==> src/rtl/data_ram_arbiter_if.sv <==
// Bus bundle between the two requesters (CPU datapath, DMA loader), the
// arbiter and data_ram. The master modport is the requester/RAM side; the slave modport is the arbiter.
interface data_ram_arbiter_if #(
  parameter int DW = 24,
  parameter int AW = 12
);
  logic          cpu_req;
  logic          cpu_rnw;
  logic [AW-1:0] cpu_addr;
  logic [DW-1:0] cpu_wdata;
  logic          cpu_ack;
  logic [DW-1:0] cpu_rdata;

  logic          dma_req;
  logic          dma_rnw;
  logic [AW-1:0] dma_addr;
  logic [DW-1:0] dma_wdata;
  logic          dma_ack;
  logic [DW-1:0] dma_rdata;

  logic          mem_cs;
  logic          mem_rnw;
  logic [AW-1:0] mem_addr;
  logic [DW-1:0] mem_wdata;
  logic [DW-1:0] mem_rdata;

  logic          busy;
  logic          owner;

  modport slave (
    input  cpu_req, cpu_rnw, cpu_addr, cpu_wdata,
    input  dma_req, dma_rnw, dma_addr, dma_wdata,
    input  mem_rdata,
    output cpu_ack, cpu_rdata, dma_ack, dma_rdata,
    output mem_cs, mem_rnw, mem_addr, mem_wdata,
    output busy, owner
  );

  modport master (
    output cpu_req, cpu_rnw, cpu_addr, cpu_wdata,
    output dma_req, dma_rnw, dma_addr, dma_wdata,
    output mem_rdata,
    input  cpu_ack, cpu_rdata, dma_ack, dma_rdata,
    input  mem_cs, mem_rnw, mem_addr, mem_wdata,
    input  busy, owner
  );
endinterface

==> src/rtl/data_ram_arbiter.sv <==
// Two-port arbiter in front of the single-port data_ram (CPU datapath vs DMA loader).
// Define ARB_CPU_PRIORITY_EN for fixed CPU priority; otherwise round-robin on ties.
module data_ram_arbiter #(
  parameter int DATA_BUS_WIDTH    = 24,
  parameter int ADDRESS_BUS_WIDTH = 12,
  parameter int ACCESS_CYCLES     = 2
) (
  input  logic                mainClock,
  input  logic                reset,
  data_ram_arbiter_if.slave   io_bus
);
  localparam int DW = DATA_BUS_WIDTH;
  localparam int AW = ADDRESS_BUS_WIDTH;
  localparam logic [3:0] CNT_INIT = 4'(ACCESS_CYCLES - 1);

  typedef enum logic [1:0] {S_IDLE, S_ACCESS, S_DONE} state_t;

  state_t        r_state;
  state_t        w_next;
  logic [3:0]    r_cnt;
  logic          r_rnw;
  logic          r_owner;
  logic [AW-1:0] r_addr;
  logic [DW-1:0] r_wdata;
  logic [DW-1:0] r_cpu_rdata;
  logic [DW-1:0] r_dma_rdata;
  logic          w_any_req;
  logic          w_grant_dma;

  assign w_any_req = io_bus.cpu_req | io_bus.dma_req;

`ifdef ARB_CPU_PRIORITY_EN
  assign w_grant_dma = io_bus.dma_req & ~io_bus.cpu_req;
`else
  // On a tie the port that did not own the last access wins.
  assign w_grant_dma = io_bus.dma_req & (~io_bus.cpu_req | ~r_owner);
`endif

  // NOTE: every output of the combinational block gets a default first, so no latch is inferred.
  always_comb begin
    w_next = r_state;
    case (r_state)
      S_IDLE:   if (w_any_req) w_next = S_ACCESS;
      S_ACCESS: if (r_cnt == 4'd0) w_next = S_DONE;
      S_DONE:   w_next = S_IDLE;
      default:  w_next = S_IDLE;
    endcase
  end

  // NOTE: state is updated with non-blocking assignments so all flops sample the same pre-edge values.
  always_ff @(posedge mainClock or negedge reset) begin
    if (!reset) r_state <= S_IDLE;
    else        r_state <= w_next;
  end

  always_ff @(posedge mainClock or negedge reset) begin
    if (!reset) begin
      r_cnt       <= 4'd0;
      r_rnw       <= 1'b1;
      r_owner     <= 1'b1;
      r_addr      <= '0;
      r_wdata     <= '0;
      r_cpu_rdata <= '0;
      r_dma_rdata <= '0;
    end else begin
      case (r_state)
        S_IDLE: begin
          if (w_any_req) begin
            r_owner <= w_grant_dma;
            r_rnw   <= w_grant_dma ? io_bus.dma_rnw   : io_bus.cpu_rnw;
            r_addr  <= w_grant_dma ? io_bus.dma_addr  : io_bus.cpu_addr;
            r_wdata <= w_grant_dma ? io_bus.dma_wdata : io_bus.cpu_wdata;
            r_cnt   <= CNT_INIT;
          end
        end
        S_ACCESS: begin
          if (r_cnt != 4'd0) begin
            r_cnt <= r_cnt - 4'd1;
          end else if (r_rnw) begin
            if (r_owner) r_dma_rdata <= io_bus.mem_rdata;
            else         r_cpu_rdata <= io_bus.mem_rdata;
          end
        end
        default: ;
      endcase
    end
  end

  // Chip select and acks decode from state, so an async reset drops them at once.
  assign io_bus.mem_cs    = (r_state == S_ACCESS);
  assign io_bus.mem_rnw   = r_rnw;
  assign io_bus.mem_addr  = r_addr;
  assign io_bus.mem_wdata = r_wdata;
  assign io_bus.cpu_ack   = (r_state == S_DONE) & ~r_owner;
  assign io_bus.dma_ack   = (r_state == S_DONE) &  r_owner;
  assign io_bus.cpu_rdata = r_cpu_rdata;
  assign io_bus.dma_rdata = r_dma_rdata;
  assign io_bus.busy      = (r_state != S_IDLE);
  assign io_bus.owner     = r_owner;
endmodule

==> src/flat_wrapper.sv <==
// flat-port wrapper written by rule: the top's interface ports become plain ports
module data_ram_arbiter_flat 
#(
  parameter int DATA_BUS_WIDTH    = 24,
  parameter int ADDRESS_BUS_WIDTH = 12,
  parameter int ACCESS_CYCLES     = 2
)
  (mainClock, reset, io_bus_cpu_req, io_bus_cpu_rnw, io_bus_cpu_addr, io_bus_cpu_wdata, io_bus_dma_req, io_bus_dma_rnw, io_bus_dma_addr, io_bus_dma_wdata, io_bus_mem_rdata, io_bus_cpu_ack, io_bus_cpu_rdata, io_bus_dma_ack, io_bus_dma_rdata, io_bus_mem_cs, io_bus_mem_rnw, io_bus_mem_addr, io_bus_mem_wdata, io_bus_busy, io_bus_owner);
  data_ram_arbiter_if #(.DW(24), .AW(12)) io_bus_i ();
  input  logic mainClock;
  input  logic reset;
  input wire logic [$bits(io_bus_i.cpu_req)-1:0] io_bus_cpu_req;
  input wire logic [$bits(io_bus_i.cpu_rnw)-1:0] io_bus_cpu_rnw;
  input wire logic [$bits(io_bus_i.cpu_addr)-1:0] io_bus_cpu_addr;
  input wire logic [$bits(io_bus_i.cpu_wdata)-1:0] io_bus_cpu_wdata;
  input wire logic [$bits(io_bus_i.dma_req)-1:0] io_bus_dma_req;
  input wire logic [$bits(io_bus_i.dma_rnw)-1:0] io_bus_dma_rnw;
  input wire logic [$bits(io_bus_i.dma_addr)-1:0] io_bus_dma_addr;
  input wire logic [$bits(io_bus_i.dma_wdata)-1:0] io_bus_dma_wdata;
  input wire logic [$bits(io_bus_i.mem_rdata)-1:0] io_bus_mem_rdata;
  output wire logic [$bits(io_bus_i.cpu_ack)-1:0] io_bus_cpu_ack;
  output wire logic [$bits(io_bus_i.cpu_rdata)-1:0] io_bus_cpu_rdata;
  output wire logic [$bits(io_bus_i.dma_ack)-1:0] io_bus_dma_ack;
  output wire logic [$bits(io_bus_i.dma_rdata)-1:0] io_bus_dma_rdata;
  output wire logic [$bits(io_bus_i.mem_cs)-1:0] io_bus_mem_cs;
  output wire logic [$bits(io_bus_i.mem_rnw)-1:0] io_bus_mem_rnw;
  output wire logic [$bits(io_bus_i.mem_addr)-1:0] io_bus_mem_addr;
  output wire logic [$bits(io_bus_i.mem_wdata)-1:0] io_bus_mem_wdata;
  output wire logic [$bits(io_bus_i.busy)-1:0] io_bus_busy;
  output wire logic [$bits(io_bus_i.owner)-1:0] io_bus_owner;
  assign io_bus_i.cpu_req = io_bus_cpu_req;
  assign io_bus_i.cpu_rnw = io_bus_cpu_rnw;
  assign io_bus_i.cpu_addr = io_bus_cpu_addr;
  assign io_bus_i.cpu_wdata = io_bus_cpu_wdata;
  assign io_bus_i.dma_req = io_bus_dma_req;
  assign io_bus_i.dma_rnw = io_bus_dma_rnw;
  assign io_bus_i.dma_addr = io_bus_dma_addr;
  assign io_bus_i.dma_wdata = io_bus_dma_wdata;
  assign io_bus_i.mem_rdata = io_bus_mem_rdata;
  assign io_bus_cpu_ack = io_bus_i.cpu_ack;
  assign io_bus_cpu_rdata = io_bus_i.cpu_rdata;
  assign io_bus_dma_ack = io_bus_i.dma_ack;
  assign io_bus_dma_rdata = io_bus_i.dma_rdata;
  assign io_bus_mem_cs = io_bus_i.mem_cs;
  assign io_bus_mem_rnw = io_bus_i.mem_rnw;
  assign io_bus_mem_addr = io_bus_i.mem_addr;
  assign io_bus_mem_wdata = io_bus_i.mem_wdata;
  assign io_bus_busy = io_bus_i.busy;
  assign io_bus_owner = io_bus_i.owner;
  data_ram_arbiter #(.DATA_BUS_WIDTH(DATA_BUS_WIDTH), .ADDRESS_BUS_WIDTH(ADDRESS_BUS_WIDTH), .ACCESS_CYCLES(ACCESS_CYCLES)) u_core (.mainClock(mainClock), .reset(reset), .io_bus(io_bus_i));
endmodule
==> config.mk <==
export PLATFORM = sky130hd
export DESIGN_NAME = data_ram_arbiter_flat
export DESIGN_NICKNAME = d
export VERILOG_FILES = /design/src/rtl/data_ram_arbiter_if.sv /design/src/rtl/data_ram_arbiter.sv /design/src/flat_wrapper.sv
export SDC_FILE = /design/constraint.sdc
export NUM_CORES = 1
export LEC_CHECK = 0
export CORE_ASPECT_RATIO = 0.9
export CORE_MARGIN = 2
export CORE_UTILIZATION = 41
export CTS_CLUSTER_DIAMETER = 100
export DETAILED_ROUTE_END_ITERATION = 6
export GPL_ROUTABILITY_DRIVEN = 0
export HOLD_SLACK_MARGIN = 0.06
export PLACE_DENSITY = 0.77
export SLEW_MARGIN = 15
export SYNTH_ARGS = -nofsm -noshare
export SYNTH_HDL_FRONTEND = slang
export SYNTH_SLANG_ARGS = --single-unit
==> constraint.sdc <==
create_clock -name mainClock -period 2.1 [get_ports mainClock]
set_input_delay 0.315 -clock mainClock [delete_from_list [all_inputs] [get_ports mainClock]]
set_output_delay 0.315 -clock mainClock [all_outputs]
set_load 0.05 [all_outputs]
# [Word level (Yosys, flattened, before mapping)]
# Cells that the tools add are included.
[word_totals] rom_bits=0 n_memories=0 mem_bits_rw=0 out_inout_bits=90 word_cells=41 latch_bits=0 register_bits=92
[op_classes] n_div=0 eq_ne=5 n_reduce_logical=10 n_mux=9 bitwise_logic=8 addsub=1 order_cmp=0 multipliers=0 n_shift=0
[op_table] op="24-bit two-way mux" n=1
[op_table] op="12-bit two-way mux" n=1
[op_table] op="4-bit two-way mux" n=2
[op_table] op="4-bit one-hot mux with 2 select lines" n=1
[op_table] op="4-bit AND reduction" n=2
[op_table] op="2-bit by 1-bit inequality test with 1-bit output, second input constant" n=3
[op_table] op="4-bit zero test" n=1
[op_table] op="2-bit two-way mux" n=2
[op_table] op="2-bit one-hot mux with 2 select lines" n=1
[op_table] op="2-bit AND reduction" n=2
[op_table] op="2-bit nonzero test" n=2
[op_table] op="4-bit nonzero test" n=1
[op_table] op="4-bit by 1-bit subtractor with 4-bit output, second input constant" n=1
[op_table] op="1-bit AND" n=3
[op_table] op="1-bit inverter" n=3
[op_table] op="3-bit AND reduction" n=1
[op_table] op="2-bit by 1-bit equality test with 1-bit output, second input constant" n=1
[op_table] op="2-bit equality test, second input constant" n=1
[op_table] op="2-bit zero test" n=1
[op_table] op="1-bit bitwise OR" n=2
[op_table] op="1-bit two-way mux" n=1

# [Logic depth before layout (Yosys ltp)]
# Gate-level depths: netlist (run 1).
[depth] depth_word=4 ltp_mapped=7 mapped_depth_nobuf=5

# [Worst setup path after synthesis (run 1)]
# No wires, ideal clock.
[synth_timing] kind="register -> output" from="register u_core.r_state[0]" to="output port io_bus_cpu_ack" arrival_time_ns=1.698 stages_incl_launch_ff=3 path_slack_ns=0.087 n_path_buf=1 path_cell_list="dfrtp_1 > buf_2 > nor3b_1"
[synth_via] elab_chain_cells=2
[synth_rtl] element="start, declared" line_no="data_ram_arbiter.sv:18" rtl="state_t r_state;"
[synth_rtl] element="start signal, assigned" line_no="data_ram_arbiter.sv:53" rtl="else r_state <= w_next;"
[synth_rtl] element="2-bit equality test" line_no="data_ram_arbiter.sv:94" rtl="assign io_bus.cpu_ack = (r_state == S_DONE) & ~r_owner;"
[synth_rtl] element="1-bit AND" line_no="data_ram_arbiter.sv:94"
[synth_rtl] element="end, declared" line_no="flat_wrapper.sv:21" rtl="output wire logic [$bits(io_bus_i.cpu_ack)-1:0] io_bus_cpu_ack;"
# No other way between the ends.

# [Worst setup path after layout (run 1)]
[layout_timing] from="register u_core.r_cnt[0]" to="register u_core.r_dma_rdata[17] (netlist: u_core.io_bus.dma_rdata[17])"
[layout_via] elab_chain_cells=3
[layout_rtl] element="start, declared" line_no="data_ram_arbiter.sv:20" rtl="logic [3:0] r_cnt;"
[layout_rtl] element="start signal, assigned" line_no="data_ram_arbiter.sv:78" rtl="r_cnt <= r_cnt - 4'd1;"
[layout_rtl] element="4-bit nonzero test" line_no="data_ram_arbiter.sv:77" rtl="if (r_cnt != 4'd0) begin"
[layout_rtl] element="1-bit inverter (no source line)"
[layout_rtl] element="4-bit AND reduction (no source line)"
[layout_rtl] element="end signal, assigned" line_no="data_ram_arbiter.sv:80" rtl="if (r_owner) r_dma_rdata <= io_bus.mem_rdata;"
[layout_rtl] element="end, declared" line_no="data_ram_arbiter.sv:26" rtl="logic [DW-1:0] r_dma_rdata;"
# No other way between the ends.
# A chain may end at the register's enable or synchronous reset.

==> results of run 1 <==
## flip-flops by register name, indices dropped and copies added, names as in the netlist
register                 count
u_core.io_bus.mem_rnw        1
u_core.io_bus.mem_wdata     24
u_core.io_bus.cpu_rdata     24
u_core.io_bus.mem_addr      12
u_core.io_bus.dma_rdata     24
u_core.r_cnt                 4
u_core.r_state               2
u_core.io_bus.owner          1
## report_power, final
| group | leakage [nW] | switching, mW | total (mW) | internal [mW] |
|---|---|---|---|---|
| logic | 1.44 | 4.23 | 6.86 | 2.63 |
| clock network | 0.111 | 0.632 | 1.32 | 0.684 |
| registers | 1.09 | 0.485 | 3.17 | 2.68 |
## through the flow
step | cell area [um2] | setup slack (ns)
floorplan | 4040 | 0.0870
global placement | 6150 | 0.134
detailed placement | 6150 | 0.0963
CTS | 6380 | 0.00396
global route | 6380 | 0.0574
finish | 6380 | 0.201
## area by class of cell
type	count	share of cell area, %
multi-input cells	155	25.5
well taps	126	2.47
inverters	5	0.294
clock buffers	10	2.00
repair buffers	201	32.2
clock inverters	6	1.49
flip-flops and latches	92	36.1
## synth_stat cells (all sizes together), types with 2 or more instances
| master | number | area [um2] |
|---|---|---|
| dfrtp | 90 | 2250 |
| a21oi | 2 | 10.0 |
| inv | 5 | 18.8 |
| buf | 15 | 110 |
| o21ai | 3 | 15.0 |
| nand3 | 3 | 15.0 |
| ha | 2 | 25.0 |
| dfstp | 2 | 52.6 |
| nor2 | 3 | 11.3 |
| nor3 | 2 | 10.0 |
| mux2 | 123 | 1390 |
| nor3b | 3 | 27.5 |
## path summary, 6_finish.rpt
| check | from | endpoint | slack, ns | depth (start not counted) |
|---|---|---|---|---|
| setup / recovery | u_core.r_cnt[0] | u_core.io_bus.dma_rdata[17] | 0.20 | 6 |
| hold / removal | reset | u_core.io_bus.dma_rdata[17] | 0.38 | 2 |
| setup reg to reg | u_core.r_cnt[0] | u_core.io_bus.dma_rdata[17] | 0.20 | 6 |
| hold reg to reg | u_core.io_bus.dma_rdata[6] | u_core.io_bus.dma_rdata[6] | 0.49 | 1 |
| max in group asynchronous | reset | u_core.io_bus.mem_rnw | 1.11 | 3 |
| min in group mainClock | u_core.io_bus.dma_rdata[6] | u_core.io_bus.dma_rdata[6] | 0.49 | 1 |
## logic make-up (layout without fill, tap and decap cells)
kind of cell | after synthesis | after routing
AOI/OAI and AO/OA | 11 | 11
adders and majority gates | 2 | 2
buffers and inverters | 20 | 222
DFF | 92 | 92
muxes | 123 | 123
and+or+nand+nor | 19 | 19
## routing by layer
layer	wire (um)	up-vias	track usage, %	part of all wire, %
met5	0	-	0	0
met4	108	0	3.94	1.1
met3	774	9	6.34	7.7
met2	5390	102	35.0	54
met1	3790	1428	21.7	38
li1	-	1354	-	-
## repair_timing
action | in CTS | in global routing
gates resized for setup | 1 | 1
endpoints found under the setup margin | 1 | 1
pin swaps | 0 | 0
endpoints found under the hold margin | 18 | 0
hold buffers | 1 | 0
setup buffers | 0 | 0
## critical path, stage by stage, from the launching register on
cell and delay [ns]:
dfrtp_1 0.38, inv_1 0.13, ha_1 0.21, nor2b_1 0.23
and4_1 0.28, buf_12 0.20, mux2_1 0.35
==> results.toml, run 1 <==
[outcome]
outcome = "completed"

[route]
drc = 0
firstDrtPassIters = 4
vias = 2893
postRouteAntennaNets = 0
first_iter_violations = 54
wl_um = 10100
wl_per_cell_um = 16.9
via_per_inst = 4.86

[final_layout]
multi_input_area_um2 = 1630
antennaDiodeCount = 0
layout_commonest_cell = "clkdlybuf4s50_1"
area_growth_pct = 57.9
layout_common_cells = "clkdlybuf4s50_1 (184), mux2_2 (103), dfrtp_1 (90)"
drive_above_1_share_pct = 29.4
fill_cells = 761
ff_latch_area_um2 = 2300
layout.cells.non_filler = 595
final_util_pct = 66.4
nets = 568

[die]
dieArea_um2 = 10700
dieWidth_um = 109
die_h_um = 98.2
ioPinCount = 192
start_util_pct = 42.1
num_rows = 34
coreArea_um2 = 9610

[setup_path]
worstPathMaxFanout = 24
critical_path_class = "flop to flop"
cp-start-kind = "flop"
endpoint_kind = "flop"
required_ns = 2.33
arrival_ns = 2.13

[yosys]
synth_xor_area_share_pct = 0
netlist_instances = 267
synth_simple_gate_area_share_pct = 3.13
synth_compound_area_share_pct = 1.83
ys_warn_count = 0
ys_seq_area_share_pct = 57.0
async_reset_ff_share_pct = 100
syn_avg_cell_area_um2 = 15.1
synthAdderAreaFrac_pct = 0.619
syn_nets = 371
synth-edff-count = 0
synth_ff_type = "dfrtp_1"
synth_top_family_by_area = "multiplexers"
ys_types = 30
syn_area_um2 = 4040
muxShareOfSynthArea_pct = 34.3
ys_seq_elements = 92

[clocking]
cts.sinks = 92
clk_latency_ns = 0.35
cts-root-buf = "clkbuf_8"
tritoncts = "built"
clk_pin_slew_ns = 0.09
cts_buffer_depth = 2
htreeDepth = 3
cts_made_buffers = 9

[pwr]
power_density_nw_per_um2 = 1780
irDropWorstVdd_uv = 881
total_power_mw = 11.3
leakage_nw = 2.64

[global_route]
grt-ovfl-total = 0
grt_pass1_vias = 2985
grt_max_degree = 54
grt_usage_pct = 19.2
grt_pass1_wl_um = 15700
antenna_found_initial = 0

[sta]
min_period_over_period_pct = 90.4
whs_ns = 0.380
rsz0062_at_grt = "no"
drv_slew = 0
fin_crit_ns = 1.90
relSlewSlack_pct = 56.2
max_freq_mhz = 527
hold_viol = 0
tightest_slew_ns = 0.655
clock_skew_ns = 0.0110
setup_viol = 0
finalSetupTns_ns = 0

[worst_hold_path]
hold_class = "input port to asynchronous set/reset pin"

[placed_design]
port-buffer-count = 191
dp_cells = 578
hpwl_um = 7670

[flow_run]
cap_viol_max_count = 0
Power figures use the tool's default switching activity.
==> inputs of run 2 (changes only) <==
Settings changed: SKIP_CTS_REPAIR_TIMING from default to 1.
==> run 2 against run 1 <==
Cell area hardly changed; combinational power hardly changed; clock skew hardly changed; fmax hardly changed; worst setup slack worse by 0.0016 ns; sequential cell count stayed put; largest cell class unchanged; routed wire length hardly changed; first-iteration DRC count stayed put; non-clock buffer count stayed put; worst hold slack stayed put; critical path type unchanged; sequential share of layout area hardly changed; via count hardly changed.
==> results.toml, run 2 (synthesis results as in run 1) <==
[die]
start_util_pct = 42.1
dieArea_um2 = 10700
coreArea_um2 = 9610
ioPinCount = 192
dieWidth_um = 109
num_rows = 34
die_h_um = 98.2

[setup_path]
crit_slowest_cell = "dfrtp_1"
slowest_delay_ns = 0.38
worstPathMaxFanout = 24
rrSetupSlack_ns = 0.20
arrival_ns = 2.13
crit_chain = "inv_1, ha_1, nor2b_1, and4_1, buf_12, mux2_1"
endpoint_kind = "flop"
required_ns = 2.33
critical_path.startpoint = "u_core.r_cnt[0]"
r2r-start = "u_core.r_cnt[0]"
r2r_cells = 6
r2r_end = "u_core.io_bus.dma_rdata[17]"
cp-start-kind = "flop"
critical_path_class = "flop to flop"

[clocking]
cts_made_buffers = 9
tritoncts = "built"
htreeDepth = 3
clk_latency_ns = 0.35
cts-root-buf = "clkbuf_8"
cts_buffer_depth = 2
cts.sinks = 92
clk_pin_slew_ns = 0.09

[global_route]
grt_max_degree = 54
antenna_found_initial = 0
grt_usage_pct = 19.1
grt-ovfl-total = 0
grt_pass1_vias = 2975
grt_pass1_wl_um = 15600

[final_layout]
antennaDiodeCount = 0
final_util_pct = 66.4
fill_cells = 761
area_growth_pct = 58.0
nets = 568
ff_latch_area_um2 = 2300
layout_common_cells = "clkdlybuf4s50_1 (184), mux2_2 (103), dfrtp_1 (90)"
layout_commonest_cell = "clkdlybuf4s50_1"
multi_input_area_um2 = 1630
drive_above_1_share_pct = 29.4

[route]
via_per_inst = 4.87
vias = 2895
first_iter_violations = 54
postRouteAntennaNets = 0
wl_per_cell_um = 16.9
drc = 0
wl_um = 10100
firstDrtPassIters = 4

[sta]
min_period_over_period_pct = 90.5
rsz0062_at_grt = "no"
drv_slew = 0
max_freq_mhz = 526
relSlewSlack_pct = 56.6
clock_skew_ns = 0.0110
setup_viol = 0
fin_crit_ns = 1.90
hold_viol = 0
tightest_slew_ns = 0.650

[outcome]
outcome = "completed"

[pwr]
total_power_mw = 11.3
irDropWorstVdd_uv = 881
power_density_nw_per_um2 = 1780
leakage_nw = 2.65

[placed_design]
hpwl_um = 7670
port-buffer-count = 191

[worst_hold_path]
hold_class = "input port to asynchronous set/reset pin"

[flow_run]
cap_viol_max_count = 0
-- run 2: final cells by class --
cell class	instances	area share, %
multi-input cells	155	25.5
well taps	126	2.47
inverters	5	0.294
clock inverters	6	1.49
repair buffers	201	32.2
flip-flops and latches	92	36.1
clock buffers	10	2.00
-- run 2: worst max path at each step --
stage	end
6_report	u_core.io_bus.dma_rdata[17]
5_1_grt	u_core.io_bus.dma_rdata[17]
4_1_cts	io_bus_owner
3_5_place_dp	u_core.io_bus.mem_wdata[19]
3_3_place_gp	u_core.io_bus.mem_wdata[15]
2_1_floorplan	io_bus_cpu_ack
-- run 2: report_power, final --
group | switching (mW) | leakage, nW | internal [mW] | total [mW]
Combinational | 4.23 | 1.45 | 2.63 | 6.86
Sequential | 0.486 | 1.09 | 2.68 | 3.17
Clock | 0.634 | 0.111 | 0.684 | 1.32
-- run 2: stage by stage --
step / TNS (ns) / instances / worst slack, ns / instance area [um2] / hold WS, ns
final: 0 / 595 / 0.199 / 6390 / 0.380
after global routing: 0 / 595 / 0.0574 / 6390 / 0.381
after CTS: -0.0560 / 594 / -0.0560 / 6370 / -0.183
after detailed placement: 0 / 578 / 0.0963 / 6150 / 0.208
after global placement: 0 / 578 / 0.134 / 6150 / 0.208
after floorplan: 0 / 267 / 0.0870 / 4040 / 0.0194
-- run 2: per-layer routing --
metal	up-vias	GRT usage, %	share of wire, %
li1	1357	-	-
met1	1433	21.7	38
met2	96	34.8	54
met3	9	6.34	7.5
met4	0	3.94	1.1
met5	-	0	0
-- run 2: worst max-delay path: cells and delay by family, from the launching register on --
family | cells | cell delay, ns
buffers and inverters | 2 | 0.33
AND/OR/NAND/NOR | 2 | 0.51
flip-flops | 1 | 0.38
multiplexers | 1 | 0.35
adder cells (fa/ha/maj) | 1 | 0.21
